<file path="src/rtl/servo_motion_sequencer.sv">
// servo_motion_sequencer: accepts 3-axis target angles, clamps them to the
// mechanical range, and slews the commanded angles toward the targets by at
// most STEP_DEG per update tick. After arrival it holds for a settle interval
// and then pulses done.
module servo_motion_sequencer #(
    parameter int FREQ         = 25_000_000,
    parameter int BIT_SIZE     = 10,
    parameter int TICK_DIV     = FREQ / 100,
    parameter int STEP_DEG     = 5,
    parameter int COORD_MAX    = 270,
    parameter int RESET_ANGLE  = 90,
    parameter int THRESHOLD    = 10,
    parameter int SETTLE_TICKS = 10
) (
    input  logic                       clk,
    input  logic                       rst,
    input  logic signed [BIT_SIZE-1:0] tgt_x,
    input  logic signed [BIT_SIZE-1:0] tgt_y,
    input  logic signed [BIT_SIZE-1:0] tgt_z,
    input  logic                       tgt_valid,
    output logic                       tgt_ready,
    input  logic                       stop,
    output logic signed [BIT_SIZE-1:0] cmd_x,
    output logic signed [BIT_SIZE-1:0] cmd_y,
    output logic signed [BIT_SIZE-1:0] cmd_z,
    output logic                       busy,
    output logic                       done
);

    localparam int W  = BIT_SIZE;
    localparam int TW = (TICK_DIV > 1) ? $clog2(TICK_DIV) : 1;
    localparam int SW = (SETTLE_TICKS > 1) ? $clog2(SETTLE_TICKS) : 1;

    localparam logic [TW-1:0]        TICK_LAST   = TW'(TICK_DIV - 1);
    localparam logic [SW-1:0]        SETTLE_LAST = SW'(SETTLE_TICKS - 1);
    localparam logic signed [W-1:0]  LIM_HI      = W'(COORD_MAX);
    localparam logic signed [W-1:0]  LIM_LO      = W'(-COORD_MAX);
    localparam logic signed [W-1:0]  RST_ANG     = W'(RESET_ANGLE);
    localparam logic signed [W-1:0]  STEP_W      = W'(STEP_DEG);
    localparam logic signed [W:0]    STEP_X      = (W+1)'(STEP_DEG);
    localparam logic signed [W:0]    THR_X       = (W+1)'(THRESHOLD);

    typedef enum logic [1:0] {S_IDLE, S_MOVE, S_SETTLE} state_t;

    state_t              r_state, w_state_next;
    logic [TW-1:0]       r_tick_cnt;
    logic [SW-1:0]       r_settle_cnt, w_settle_next;
    logic                r_done, w_done_next;
    logic signed [W-1:0] r_cmd [3];
    logic signed [W-1:0] r_tgt [3];
    logic signed [W-1:0] w_cmd_next [3];
    logic signed [W-1:0] w_tgt_next [3];
    logic signed [W-1:0] w_tgt_in [3];
    logic signed [W-1:0] w_clamped [3];
    logic signed [W-1:0] w_stepped [3];
    logic [2:0]          w_in_band;
    logic [2:0]          w_arrive;
    logic                w_tick;

    assign w_tgt_in[0] = tgt_x;
    assign w_tgt_in[1] = tgt_y;
    assign w_tgt_in[2] = tgt_z;

    assign w_tick = (r_tick_cnt == TICK_LAST);

    // Per-axis datapath: clamp, deadband test, and one slew step.
    // Differences use one extra bit so full-range swings cannot overflow.
    for (genvar gi = 0; gi < 3; gi++) begin : g_axis
        logic signed [W:0] w_band_diff;
        logic signed [W:0] w_band_abs;
        logic signed [W:0] w_err;
        logic signed [W:0] w_err_abs;

        assign w_clamped[gi] = (w_tgt_in[gi] > LIM_HI) ? LIM_HI :
                               (w_tgt_in[gi] < LIM_LO) ? LIM_LO : w_tgt_in[gi];

        assign w_band_diff   = $signed({w_clamped[gi][W-1], w_clamped[gi]})
                             - $signed({r_cmd[gi][W-1], r_cmd[gi]});
        assign w_band_abs    = w_band_diff[W] ? -w_band_diff : w_band_diff;
        assign w_in_band[gi] = (w_band_abs < THR_X);

        assign w_err         = $signed({r_tgt[gi][W-1], r_tgt[gi]})
                             - $signed({r_cmd[gi][W-1], r_cmd[gi]});
        assign w_err_abs     = w_err[W] ? -w_err : w_err;
        assign w_stepped[gi] = (w_err_abs <= STEP_X) ? r_tgt[gi] :
                               (w_err[W] ? (r_cmd[gi] - STEP_W) : (r_cmd[gi] + STEP_W));
        assign w_arrive[gi]  = (w_stepped[gi] == r_tgt[gi]);
    end

    // Next-state, target latch, slew and completion logic.
    always_comb begin
        w_state_next  = r_state;
        w_settle_next = r_settle_cnt;
        w_done_next   = 1'b0;
        for (int i = 0; i < 3; i++) begin
            w_cmd_next[i] = r_cmd[i];
            w_tgt_next[i] = r_tgt[i];
        end
        case (r_state)
            S_IDLE: begin
                if (tgt_valid && !stop) begin
                    for (int i = 0; i < 3; i++) w_tgt_next[i] = w_clamped[i];
                    if (&w_in_band) w_done_next  = 1'b1;
                    else            w_state_next = S_MOVE;
                end
            end
            S_MOVE: begin
                if (stop) begin
                    // Abort: freeze where we are and forget the old target.
                    w_state_next = S_IDLE;
                    for (int i = 0; i < 3; i++) w_tgt_next[i] = r_cmd[i];
                end else if (w_tick) begin
                    for (int i = 0; i < 3; i++) w_cmd_next[i] = w_stepped[i];
                    if (&w_arrive) begin
                        w_state_next  = S_SETTLE;
                        w_settle_next = '0;
                    end
                end
            end
            S_SETTLE: begin
                if (stop) begin
                    w_state_next = S_IDLE;
                    for (int i = 0; i < 3; i++) w_tgt_next[i] = r_cmd[i];
                end else if (w_tick) begin
                    if (r_settle_cnt == SETTLE_LAST) begin
                        w_state_next = S_IDLE;
                        w_done_next  = 1'b1;
                    end else begin
                        w_settle_next = r_settle_cnt + SW'(1);
                    end
                end
            end
            default: w_state_next = S_IDLE;
        endcase
    end

    // State, counters and angle registers; the tick divider free-runs in all states.
    always_ff @(posedge clk or negedge rst) begin
        if (!rst) begin
            r_state      <= S_IDLE;
            r_tick_cnt   <= '0;
            r_settle_cnt <= '0;
            r_done       <= 1'b0;
            for (int i = 0; i < 3; i++) begin
                r_cmd[i] <= RST_ANG;
                r_tgt[i] <= RST_ANG;
            end
        end else begin
            r_state      <= w_state_next;
            r_tick_cnt   <= w_tick ? '0 : (r_tick_cnt + TW'(1));
            r_settle_cnt <= w_settle_next;
            r_done       <= w_done_next;
            for (int i = 0; i < 3; i++) begin
                r_cmd[i] <= w_cmd_next[i];
                r_tgt[i] <= w_tgt_next[i];
            end
        end
    end

    assign tgt_ready = (r_state == S_IDLE) && !stop;
    assign busy      = (r_state != S_IDLE);
    assign done      = r_done;
    assign cmd_x     = r_cmd[0];
    assign cmd_y     = r_cmd[1];
    assign cmd_z     = r_cmd[2];

endmodule

</file>
<file path="config.mk">
export PLATFORM = sky130hd
export DESIGN_NAME = servo_motion_sequencer
export DESIGN_NICKNAME = d
export VERILOG_FILES = /design/src/rtl/servo_motion_sequencer.sv
export SDC_FILE = /design/constraint.sdc
export NUM_CORES = 1
export LEC_CHECK = 0
export BUFFER_PORTS_ARGS = -buffer_cell sky130_fd_sc_hd__buf_2
export CAP_MARGIN = 0
export CELL_PAD_IN_SITES_DETAIL_PLACEMENT = 1
export CELL_PAD_IN_SITES_GLOBAL_PLACEMENT = 2
export CORE_ASPECT_RATIO = 1.5
export CORE_MARGIN = 4
export CORE_UTILIZATION = 32
export CTS_CLUSTER_SIZE = 24
export DETAILED_ROUTE_END_ITERATION = 8
export PLACE_DENSITY = 0.8
export SLEW_MARGIN = 20
export SYNTH_ARGS = -nofsm -noshare
export SYNTH_HDL_FRONTEND = slang
export SYNTH_SLANG_ARGS = --single-unit
</file>
<file path="constraint.sdc">
create_clock -name clk -period 13.6 [get_ports clk]
set_input_delay 1.36 -clock clk [delete_from_list [all_inputs] [get_ports clk]]
set_output_delay 1.36 -clock clk [all_outputs]
set_load 0.005 [all_outputs]
</file>
==> results.sh, run 1 <==
export IMPL_status="finished clean"
export IMPL_grt_overflow_total=0
export IMPL_grt_usage_pct=19.8
export IMPL_synth_fp_nets=1562
export IMPL_grt_pass1_wl_mm=58.6
export IMPL_routedWlPerCell_um=19.3
export IMPL_seq_area_frac_synth_pct=19.8
export IMPL_powerDensity_mw_per_mm2=185
export IMPL_leakagePower_uw=0.00486
export IMPL_async_flop_share_pct=100
export IMPL_cp_end_kind="flop"
export IMPL_min_period_ps=6520
export IMPL_worstPathRequired_ps=13870
export IMPL_slowest_stage="a31oi_2"
export IMPL_drtPass1Iterations=4
export IMPL_clk_latency_ps=390
export IMPL_cts_tree="built"
export IMPL_final_layout_size_suffix_gt1_share_pct=9.81
export IMPL_start_util_pct=32.5
export IMPL_worstPathArrival_ps=6790
export IMPL_drcViolationCount=0
export IMPL_grt_pass1_vias=11200
export IMPL_wl_mm=36.3
export IMPL_fin_nets=1595
export IMPL_cp_max_fo=14
export IMPL_slew_headroom_pct=40.7
export IMPL_clock_sinks=85
export IMPL_grt_max_degree=61
export IMPL_worst_path_buf_inv=2
export IMPL_row_count=82
export IMPL_period_share_pct=47.9
export IMPL_placed_cells=1862
export IMPL_dp_final_hpwl_mm=29.1
export IMPL_dieArea_mm2=0.0371
export IMPL_vias=10700
export IMPL_vias_per_cell=5.71
export IMPL_synth_edf_count=0
export IMPL_tns_ps=0
export IMPL_crit_family="compound AO/OA/AOI/OAI gates"
export IMPL_ys_types=100
export IMPL_fin_cells=1879
export IMPL_pin_count=67
export IMPL_cts_hold_buf=0
export IMPL_worst_pin_slew_ps=890
export IMPL_clock_skew_ps=18.9
export IMPL_post_cts_setup_buffers=0
export IMPL_die_h_um=234
export IMPL_final_antenna_net_count=0
export IMPL_crit_type="flop to flop"
export IMPL_antenna_found_initial=1
export IMPL_synth_seq_cells=85
export IMPL_area_growth_pct=9.30
export IMPL_worst_path_largest_cell_delay_ps=700
export IMPL_cts_resized=0
export IMPL_detail_route_iter0_violations=414
export IMPL_start_kind="flop"
export IMPL_port_buffers=66
export IMPL_path_clk_slew_ps=70
export IMPL_ys_warn_count=0
export IMPL_synthCells=1420
export IMPL_core_mm2=0.0334
export IMPL_max_cap_violations=0
export IMPL_crit_chain="ha_1, inv_1, fa_1, a211o_1, a21bo_1, a21boi_1, a31oi_2, inv_2, ha_1, nor2b_1, o21ai_0, a21oi_1, o41ai_1, xnor3_1, nor4_1, a21boi_1, o21ai_1, o211ai_2, a21oi_1, mux2_1"
export IMPL_finalSetupViolations=0
export IMPL_rsz0062_at_grt="no"
export IMPL_max_vdd_ir_drop_mv=0.108
export IMPL_cts_root_buffer="clkbuf_16"
export IMPL_hold_viol_final=0
export IMPL_report_final_slew_viol_count=0
export IMPL_cts_max_level=3
export IMPL_max_freq_mhz=153
export IMPL_gp_congestion=0.867
export IMPL_synth_area_mm2=0.0109
export IMPL_synth_ff_type="dfrtp_1"
export IMPL_holdCritPathClass="flop to flop"
export IMPL_ctsLongestPathBuffers=2
export IMPL_die_w_um=159
export IMPL_postSynthAreaPerCell_um2=7.66
export IMPL_cts_buffers=9
synthesized netlist by cell type, drive strengths merged (6+ instances only):
cell     number  area (um^2)
a21boi        8         60.1
o21ai        91          474
nand4        15         93.8
nor2        156          596
inv          89          334
nand2       105          394
buf           6         28.8
o2111a        7         78.8
a31oi        11         75.1
xor2         56          490
nand2b       17          106
and2         14         90.1
or3          22          143
ha           99         1240
nor4         19          119
mux2i        31          310
or2          10         62.6
a2111oi       6         58.8
a21oi       118          591
clkbuf       43          161
fa            9          180
nand3        39          195
and3         16          100
nand3b       12         90.1
a21o         12         90.1
o21a         18          135
xnor2        54          473
o2111ai       9         78.8
nor2b        21          131
a211oi       15          118
o22ai         6         37.5
nor3b        10         75.1
dfstp        24          631
dfrtp        61         1530
o211ai       13          108
nor3         57          285
logic make-up (layout without fill, tap and decap cells):
group | count (synthesis) | after routing | share of synthesized area [%]
xor gates and xnor gates | 112 | 112 | 9.27
muxes | 36 | 36 | 3.37
adders and majority gates | 108 | 108 | 13.0
other | 0 | 1 | 0
DFF | 85 | 85 | 19.8
and+or+nand+nor | 534 | 534 | 24.5
buffers and inverters | 139 | 177 | 4.86
AOI/OAI and AO/OA | 406 | 406 | 25.2
metal layers:
metal / GRT usage (%) / part of all wire (%) / up-vias
met5: 0 / 0 / -
met4: 6.48 / 2.8 / 0
met3: 1.94 / 1.8 / 48
met2: 38.6 / 55 / 127
met1: 21.9 / 40 / 5277
li1: - / - / 5269
state kept, by name (all words and copies together), names as in the netlist:
register and flops:
r_settle_cnt 4, cmd_y 10, r_tick_cnt 18, cmd_z 10
r_tgt 30, r_state 2, cmd_x 10, done 1
placed cells by master (no fill, tap or decap), types with 39 or more instances in the layout:
master	netlist	final
buf_2	5	65
nand2_1	105	105
a21oi_1	118	118
o21ai_0	53	53
nor2_1	154	154
nor3_1	57	57
xnor2_1	54	54
dfrtp_1	61	61
xor2_1	56	56
inv_1	87	87
ha_1	99	98
nand3_1	39	39
cell type report:
| cell class | instances | area (um^2) |
|---|---|---|
| fillers | 4191 | 21600 |
| multi-input cells | 1196 | 8200 |
| flip-flops and latches | 85 | 2160 |
| well taps | 420 | 526 |
| repair buffers | 71 | 370 |
| inverters | 90 | 339 |
| clock buffers | 10 | 229 |
| clock inverters | 6 | 71.3 |
| diodes | 1 | 2.50 |
worst paths after layout:
check,startpoint,to,slack [ps],cells after the start
worst max-delay path,cmd_z[0],r_settle_cnt[0],7080,20
worst min-delay path,r_tick_cnt[0],r_tick_cnt[0],490,1
worst max register to register,cmd_z[0],r_settle_cnt[0],7080,20
worst min register to register,r_tick_cnt[0],r_tick_cnt[0],490,1
max in group asynchronous,rst,r_tick_cnt[11],11500,2
min in group asynchronous,rst,done,1020,1
metrics by stage:
step	worst slack (ps)	area, um^2	power [uW]	util [%]	hold WS, ps
after floorplan	8140	10900	1550	-	447
final	7080	11900	2200	35.6	489
after detailed placement	7070	11600	1920	34.6	482
after global routing	6610	11900	2400	35.6	515
after global placement	7170	11600	1890	34.6	472
after CTS	7040	11900	2200	35.5	492
report_power, final:
part | switching [uW] | internal (uW) | leakage, uW | total [uW]
Sequential | 73.8 | 317 | 0.00103 | 390
Clock | 126 | 145 | 0.000145 | 271
Combinational | 928 | 607 | 0.00369 | 1530
No activity file was read; power rests on OpenSTA's default activity.
==> run 2, diff against run 1 <==
- clock period: 13.6 -> 6.75 ns (I/O delays scaled with it)
==> results.sh, run 2 (synthesis gave the netlist of run 1 again) <==
export IMPL_status="finished clean"
export IMPL_report_final_slew_viol_count=0
export IMPL_nFillCells=4131
export IMPL_cts_max_level=3
export IMPL_layout_commonest_cell="nor2_1"
export IMPL_worst_pin_slew_ps=877
export IMPL_port_buffers=66
export IMPL_crit_chain="inv_1, fa_1, a211o_1, a21bo_1, a21boi_1, a31oi_2, inv_2, ha_1, nor2b_1, o21ai_0, a21boi_0, a22o_1, a2111o_1, nor4_1, a21boi_1, o21ai_1, o211ai_2, a21oi_1, mux2_1"
export IMPL_netSwitchingPower_uw=2260
export IMPL_final_cell_mix="nor2_1, a21oi_1, nand2_1"
export IMPL_antenna_found_initial=1
export IMPL_fin_nets=1598
export IMPL_cts_tree="built"
export IMPL_p_int_uw=2170
export IMPL_leakagePower_uw=0.00487
export IMPL_final_layout_size_suffix_gt1_share_pct=9.99
export IMPL_grt_overflow_total=0
export IMPL_drtPass1Iterations=5
export IMPL_core_mm2=0.0334
export IMPL_grt_usage_pct=19.6
export IMPL_routedWlPerCell_um=19.4
export IMPL_grt_max_degree=61
export IMPL_wl_mm=36.4
export IMPL_finish_utilization_pct=35.6
export IMPL_max_cap_violations=0
export IMPL_path_clk_slew_ps=70
export IMPL_start_util_pct=32.5
export IMPL_gp_congestion=0.847
export IMPL_regArea_mm2=0.00216
export IMPL_slew_headroom_pct=40.0
export IMPL_vias=10700
export IMPL_fin_cells=1881
export IMPL_worst_path_largest_cell_delay_ps=620
export IMPL_cts_root_buffer="clkbuf_16"
export IMPL_vias_per_cell=5.70
export IMPL_ctsLongestPathBuffers=2
export IMPL_clock_skew_ps=6.88
export IMPL_cts_hold_buf=0
export IMPL_largest_register_ff_count=30
export IMPL_dp_final_hpwl_mm=29.5
export IMPL_pwr_share_clk_pct=12.1
export IMPL_p_comb_share_pct=70.2
export IMPL_area_growth_pct=9.52
export IMPL_hold_viol_final=0
export IMPL_die_w_um=159
export IMPL_pin_count=67
export IMPL_rsz0062_at_grt="no"
export IMPL_placed_cells=1865
export IMPL_worstPathArrival_ps=6410
export IMPL_multi_input_area_mm2=0.00820
export IMPL_cp_end_kind="flop"
export IMPL_slowest_stage="a31oi_2"
export IMPL_p_seq_share_pct=17.7
export IMPL_row_count=82
export IMPL_start_kind="flop"
export IMPL_path_common_cell="a21boi_1"
export IMPL_finalSetupViolations=0
export IMPL_clock_sinks=85
export IMPL_cts_buffers=9
export IMPL_crit_type="flop to flop"
export IMPL_grt_pass1_vias=11300
export IMPL_cp_max_fo=11
export IMPL_tns_ps=0
export IMPL_die_h_um=234
export IMPL_detail_route_iter0_violations=359
export IMPL_powerDensity_mw_per_mm2=372
export IMPL_drcViolationCount=0
export IMPL_grt_pass1_wl_mm=58.8
export IMPL_clk_latency_ps=360
export IMPL_cts_resized=0
export IMPL_switching_share_pct=51.1
export IMPL_p_total_uw=4430
export IMPL_worstPathRequired_ps=6990
export IMPL_max_vdd_ir_drop_mv=0.187
export IMPL_max_freq_mhz=162
export IMPL_min_period_ps=6170
export IMPL_top_register="r_tgt"
export IMPL_final_antenna_net_count=0
export IMPL_antenna_cells=0
export IMPL_dieArea_mm2=0.0371
export IMPL_period_share_pct=91.4
export IMPL_holdCritPathClass="primary input to asynchronous set/reset pin"
export IMPL_post_cts_setup_buffers=0
export IMPL_reg_top3="r_tgt: 30 flops, r_tick_cnt: 18 flops"
run 2: changes by cell type in the layout (fill, tap and decap cells not counted), sizes merged:
cell	previous run	this run
diode	1	0
clkinvlp	1	3
clkbuf	10	11
clkinv	3	2
buf	71	74
inv	91	89
run 2: layout make-up:
class                   count  share of cell area [%]
multi-input cells        1196                    68.8
flip-flops and latches     85                    18.1
well taps                 420                    4.41
repair buffers             74                    3.30
inverters                  90                    2.85
clock buffers              11                    2.04
clock inverters             5                   0.515
run 2: layer usage:
layer	part of all wire (%)	track usage [%]	up-vias
li1	-	-	5275
met2	55	38.6	129
met3	1.7	1.88	44
met4	2.5	5.44	2
met5	0.055	0	-
met1	41	21.9	5276
run 2: power groups by stage:
| stage | sequential, uW | combinational (uW) | clock (uW) |
|---|---|---|---|
| CTS | 789 | 3120 | 554 |
| detailed placement | 798 | 3090 | 0 |
| finish | 786 | 3110 | 535 |
| global route | 808 | 3470 | 569 |
| global placement | 793 | 3020 | 0 |
| floorplan | 738 | 2380 | 0 |
run 2: final timing paths:
kind | to | slack, ps | depth (start not counted) | start
worst max-delay path | r_settle_cnt[0] | 580 | 19 | cmd_z[1]
worst min-delay path | done | 260 | 1 | rst
worst max register to register | r_settle_cnt[0] | 580 | 19 | cmd_z[1]
worst min register to register | r_tick_cnt[0] | 480 | 1 | r_tick_cnt[0]
max in group asynchronous | cmd_y[9] | 5360 | 2 | rst
min in group clk | r_tick_cnt[0] | 480 | 1 | r_tick_cnt[0]
run 2: critical path: cells and delay by family (launching register included):
kind            cells  cell delay, ps
compound gates     12            3370
fa+ha+maj           2             950
flops               1             600
buf+inv             2             390
simple gates        2             390
mux                 1             350
run 2: metrics by stage:
step                      area, um^2  hold slack, ps  worst slack (ps)
after floorplan                10900             379              1510
after global placement         11600             466               788
after detailed placement       11600             477               595
after CTS                      11900             253               554
after global routing           11900             271               177
final                          11900             257               584
